File: src/rtl/hazard_ctrl.sv
// Pipeline hazard control: stalls, flushes, data-access mask and halt FSM.
// Optional perf counters (stall_cnt, flush_cnt) enabled by HAZARD_PERF_EN.
module hazard_ctrl #(
  parameter int REGW = 5
`ifdef HAZARD_PERF_EN
  , parameter int CNTW = 32
`endif
) (
  input  logic            CLK,
  input  logic            nRST,
  input  logic            ihit,
  input  logic            dhit,
  input  logic            memcuDRE,
  input  logic            memcuDWE,
  input  logic            membrnch_eq,
  input  logic            membrnch_ne,
  input  logic            memZero,
  input  logic            excuDRE,
  input  logic [REGW-1:0] exwsel,
  input  logic [REGW-1:0] idrsel1,
  input  logic [REGW-1:0] idrsel2,
  input  logic            id_uses_rt,
  input  logic            idJALflag,
  input  logic            wbhalt,
  output logic            pc_en,
  output logic            ifW,
  output logic            idW,
  output logic            exW,
  output logic            memW,
  output logic            ifnRST,
  output logic            idnRST,
  output logic            exnRST,
  output logic            memnRST,
  output logic            dmask,
  output logic            halted
`ifdef HAZARD_PERF_EN
  ,
  output logic [CNTW-1:0] stall_cnt,
  output logic [CNTW-1:0] flush_cnt
`endif
);

  typedef enum logic [1:0] {
    RUN,
    DDONE,
    HALT
  } state_t;

  state_t state, stateNext;

  logic memreq, ddone, freeze;
  logic btaken, luse, rtHit;

  assign memreq = memcuDRE | memcuDWE;
  assign ddone  = dhit | (state == DDONE);
  assign freeze = ~ihit | (memreq & ~ddone);
  assign btaken = (membrnch_eq & memZero)
                | (membrnch_ne & ~memZero);
  assign rtHit  = id_uses_rt & (exwsel == idrsel2);
  assign luse   = excuDRE & (exwsel != '0)
                & ((exwsel == idrsel1) | rtHit);

  always_ff @(posedge CLK or negedge nRST) begin
    if (!nRST) state <= RUN;
    else       state <= stateNext;
  end

  always_comb begin
    stateNext = state;
    unique case (state)
      RUN: begin
        if (wbhalt & ~freeze)
          stateNext = HALT;
        else if (memreq & dhit & ~ihit)
          stateNext = DDONE;
      end
      DDONE: begin
        if (wbhalt & ~freeze)
          stateNext = HALT;
        else if (~freeze)
          stateNext = RUN;
      end
      HALT:    stateNext = HALT;
      default: stateNext = RUN;
    endcase
  end

  always_comb begin
    pc_en   = 1'b0;
    ifW     = 1'b0;
    idW     = 1'b0;
    exW     = 1'b0;
    memW    = 1'b0;
    ifnRST  = 1'b1;
    idnRST  = 1'b1;
    exnRST  = 1'b1;
    memnRST = 1'b1;
    dmask   = 1'b0;
    halted  = 1'b0;
    if (!nRST) begin
      halted = 1'b0;
    end else if (state == HALT) begin
      dmask  = 1'b1;
      halted = 1'b1;
    end else if (freeze) begin
      // completed access must not be reissued while held
      dmask = (state == DDONE);
    end else if (btaken) begin
      {pc_en, ifW, idW, exW, memW} = 5'b11111;
      ifnRST = 1'b0;
      idnRST = 1'b0;
      exnRST = 1'b0;
    end else if (luse) begin
      idW    = 1'b1;
      idnRST = 1'b0;
      exW    = 1'b1;
      memW   = 1'b1;
    end else begin
      {pc_en, ifW, idW, exW, memW} = 5'b11111;
      ifnRST = ~idJALflag;
    end
  end

`ifdef HAZARD_PERF_EN
  always_ff @(posedge CLK or negedge nRST) begin
    if (!nRST) begin
      stall_cnt <= '0;
      flush_cnt <= '0;
    end else if (state != HALT) begin
      if (freeze | luse)
        stall_cnt <= stall_cnt + 1'b1;
      if (~freeze & (btaken | idJALflag))
        flush_cnt <= flush_cnt + 1'b1;
    end
  end
`endif

endmodule

File: config.mk
export PLATFORM = sky130hd
export DESIGN_NAME = hazard_ctrl
export DESIGN_NICKNAME = d
export VERILOG_FILES = /design/src/rtl/hazard_ctrl.sv
export SDC_FILE = /design/constraint.sdc
export NUM_CORES = 1
export LEC_CHECK = 0
export CORE_AREA = 2 2 39 41
export DETAILED_ROUTE_END_ITERATION = 10
export DIE_AREA = 0 0 41 43
export GPL_TIMING_DRIVEN = 0
export PLACE_DENSITY = 0.82
export SLEW_MARGIN = 5
export SYNTH_ARGS = -nofsm -noshare
export SYNTH_HDL_FRONTEND = slang
export SYNTH_SLANG_ARGS = --single-unit
File: constraint.sdc
create_clock -name CLK -period 4.5 [get_ports CLK]
set_input_delay 0.675 -clock CLK [delete_from_list [all_inputs] [get_ports CLK]]
set_output_delay 0.675 -clock CLK [all_outputs]
set_load 0.01 [all_outputs]
==> results.sh <==
export IMPL_ff_to_ff_path_depth=3
export IMPL_cts_root_buffer_cell="sky130_fd_sc_hd__clkbuf_4"
export IMPL_io_buffer_count=37
export IMPL_finalCriticalPeriod_ps=3582
export IMPL_post_synth_top_count_cell="sky130_fd_sc_hd__xnor2_1"
export IMPL_cp_data_arrival_time_ps=2910
export IMPL_yosys_register_bits=2
export IMPL_yosysSeqAreaShare_pct=13.79
export IMPL_drt_iter0_drc=9
export IMPL_synth_main_ff_cell="sky130_fd_sc_hd__dfrtp_1"
export IMPL_hold_path_startpoint="state[0]"
export IMPL_cts_h_tree_depth=1
export IMPL_post_synth_instance_area_sq_um=362.8
export IMPL_layout_drive_gt1_share_pct=10.00
export IMPL_total_clock_sinks=2
export IMPL_cts_made_buffers=3
export IMPL_m1WireLength_um=387
export IMPL_via_count=482
export IMPL_sw_frac_of_total_pct=31.58
export IMPL_synthArstFlopShare_pct=100.0
export IMPL_worst_path_max_fanout=3
export IMPL_gp_congestion=0.6296
export IMPL_critical_path_cell_chain="clkdlybuf4s50_1, or4_1, o21a_1, and2_4, a21oi_1, buf_4, clkdlybuf4s50_1"
export IMPL_fin_worst_skew_ps=2.718
export IMPL_route_detailed_vias_per_inst=4.547
export IMPL_clk_transition_reported_paths_ps=30
export IMPL_combPwrFrac_pct=60.5
export IMPL_postCtsHoldBufs=0
export IMPL_largest_register_ff_count=2
export IMPL_synthesis_area_per_instance_sq_um=7.257
export IMPL_classification_of_the_worst_slack_hold_path="reg -> reg"
export IMPL_die_height_um=43
export IMPL_timing_setup_tns_ps=0
export IMPL_grt_max_degree=5
export IMPL_power_share_clock_pct=22.5
export IMPL_vdd_drop_max_mv=0.1364
export IMPL_period_share_pct=79.59
export IMPL_drc_errors=0
export IMPL_row_count=14
export IMPL_grt_remaining_overflow=0
export IMPL_regToRegEndpoint="state[1]"
export IMPL_clock_latency_ps=220
export IMPL_switchingPower_mw=0.05508
export IMPL_initial_core_util_pct=26.22
export IMPL_critical_path_max_stage_delay_ps=550
export IMPL_drtPass1Iterations=4
export IMPL_top_area_cell_type_share_of_the_netlist_area_pct=24.14
export IMPL_cp_required_ps=3830
export IMPL_synth_top_area_cell="sky130_fd_sc_hd__xnor2_1"
export IMPL_groute_usage_overall_pct=14.66
export IMPL_fp_dieArea_sq_um=1763
export IMPL_design_portCount=39
export IMPL_cp_num_buf_inv=3
export IMPL_wl_met2_um=596
export IMPL_met3WireLength_um=119
export IMPL_grt_first_pass_wirelength_mm=1.800
export IMPL_synth_edf_count=0
export IMPL_power_per_cell_area_nw_per_um2=224.8
export IMPL_num_fill_cells=133
export IMPL_hold_end="state[0]"
export IMPL_first_global_vias=533
export IMPL_register_with_the_most_flip_flops="state"
export IMPL_area_delta_synth_final_pct=113.8
export IMPL_worst_r2r_start="state[0]"
export IMPL_path_delay_family="buffers and inverters"
export IMPL_critPathSlowestCell="sky130_fd_sc_hd__or4_1"
export IMPL_maxSlewViolCount=0
export IMPL_die_width_um=41
export IMPL_number_of_antenna_violations_at_the_first_check_in_global_routing=0
export IMPL_postRouteAntennaNets=0
export IMPL_worst_r2r_setup_slack_ps=3600
export IMPL_post_synth_inst_count=50
export IMPL_run_status="completed"
export IMPL_timing_hold_ws_ps=551.1
export IMPL_synth_top_cells_by_count="10 x sky130_fd_sc_hd__xnor2_1, 5 x sky130_fd_sc_hd__nor2_1, 4 x sky130_fd_sc_hd__buf_4, 4 x sky130_fd_sc_hd__inv_1"
export IMPL_cts_resized=0
export IMPL_worstHoldPathCells=2
export IMPL_worst_path_most_repeated_cell="sky130_fd_sc_hd__clkdlybuf4s50_1"
export IMPL_core_sq_um=1384
export IMPL_hold_viol=0
export IMPL_num_nets_final=120
export IMPL_share_seq_of_total_power_pct=16.9
export IMPL_drt_wl_total_mm=1.116
export IMPL_netlist_top_cells_area="sky130_fd_sc_hd__xnor2_1 24%, sky130_fd_sc_hd__dfrtp_1 14%, sky130_fd_sc_hd__buf_4 8.3%"
export IMPL_static_leakage_power_nw=0.3031
export IMPL_timing_critical_path_depth=7
export IMPL_cts_tree="built"
export IMPL_wl_per_cell_um=10.53
export IMPL_end_kind="primary output"
export IMPL_internal_power_mw=0.1193
export IMPL_synth_yosys_warnings=0
export IMPL_detailedPlacementHpwl_um=945.7
export IMPL_layout_top_registers="state (2)"
export IMPL_highest_signal_layer="met4"
export IMPL_max_clock_path_buffers=2
export IMPL_setup_worst_path_class="in -> out"
export IMPL_cts_post_setup_buffers_inserted=0
export IMPL_synth_lib_cells_used_distinct=24
export IMPL_finalSetupViolCount=0
export IMPL_antenna_cells=0
export IMPL_grt_setup_unrepaired="no"
export IMPL_max_freq_ghz=0.2792
export IMPL_cap_viol_max_count=0
export IMPL_synth_net_count=78
export IMPL_cp_start_kind="primary input"
[metal layers]
layer  vias up  GRT usage [%]
met4         0          8.000
li1        243              -
met2        26          29.06
met5         -              0
met3         2          2.094
met1       211          11.90
[worst min-delay path, stage by stage (launching register included)]
cell and delay (ps):
sky130_fd_sc_hd__dfrtp_1 380, sky130_fd_sc_hd__inv_1 50, sky130_fd_sc_hd__a21boi_0 70
[final cells by class]
cell class	instances	area [sq um]	share of cell area (%)
clock buffer	3	22.52	2.903
sequential	2	50.05	6.452
timing repair buffer	37	370.4	47.74
buffer	4	30.03	3.871
inverter	4	15.01	1.935
tap	16	20.02	2.581
multi-input combinational	40	267.8	34.52
[worst max path at each step]
stage | startpoint | endpoint | slack [ps]
finish | exwsel[1] | pc_en | 920
global route | exwsel[1] | pc_en | 830
CTS | exwsel[1] | pc_en | 920
detailed placement | exwsel[1] | pc_en | 940
global placement | exwsel[1] | pc_en | 950
floorplan | exwsel[1] | pc_en | 1870
[per-stage QoR]
step           setup slack (ps)  total power [mW]  util [%]  cell area [sq um]  instances
2_1_floorplan              1867           0.07636         -              362.8         50
3_3_place_gp              946.9            0.1329     54.43              753.2        103
3_5_place_dp              944.1            0.1355     54.43              753.2        103
4_1_cts                   922.3            0.1777     56.06              775.7        106
5_1_grt                   832.5            0.1906     56.06              775.7        106
6_report                  918.3            0.1744     56.06              775.7        106
[layout by cell type (no fill, tap or decap), types with 2 or more instances in the layout]
master / synthesis / routed
sky130_fd_sc_hd__clkdlybuf4s50_1: 0 / 37
sky130_fd_sc_hd__xnor2_1: 10 / 10
sky130_fd_sc_hd__nor2_1: 5 / 5
sky130_fd_sc_hd__inv_1: 4 / 4
sky130_fd_sc_hd__buf_4: 4 / 4
sky130_fd_sc_hd__nand2_1: 3 / 3
sky130_fd_sc_hd__o21ai_0: 3 / 3
sky130_fd_sc_hd__clkbuf_4: 0 / 3
sky130_fd_sc_hd__nand2b_1: 2 / 2
sky130_fd_sc_hd__a21oi_1: 2 / 2
sky130_fd_sc_hd__dfrtp_1: 2 / 2
[cells by family after synthesis]
kind of cell | count (synthesis) | synth area share (%)
AOI/OAI and AO/OA | 12 | 21.73
DFF | 2 | 13.79
muxes | 2 | 5.862
buffers and inverters | 8 | 12.41
xor gates and xnor gates | 10 | 24.14
other | 1 | 1.033
and+or+nand+nor | 15 | 21.04
[power by group through the flow]
stage	logic, mW	registers [mW]	clock network (mW)
2_1_floorplan	0.0477	0.0286	0
3_3_place_gp	0.104	0.0293	0
3_5_place_dp	0.106	0.0297	0
4_1_cts	0.107	0.0297	0.0415
5_1_grt	0.115	0.0314	0.0438
6_report	0.106	0.0296	0.0393
No activity file was read; power rests on OpenSTA's default activity.
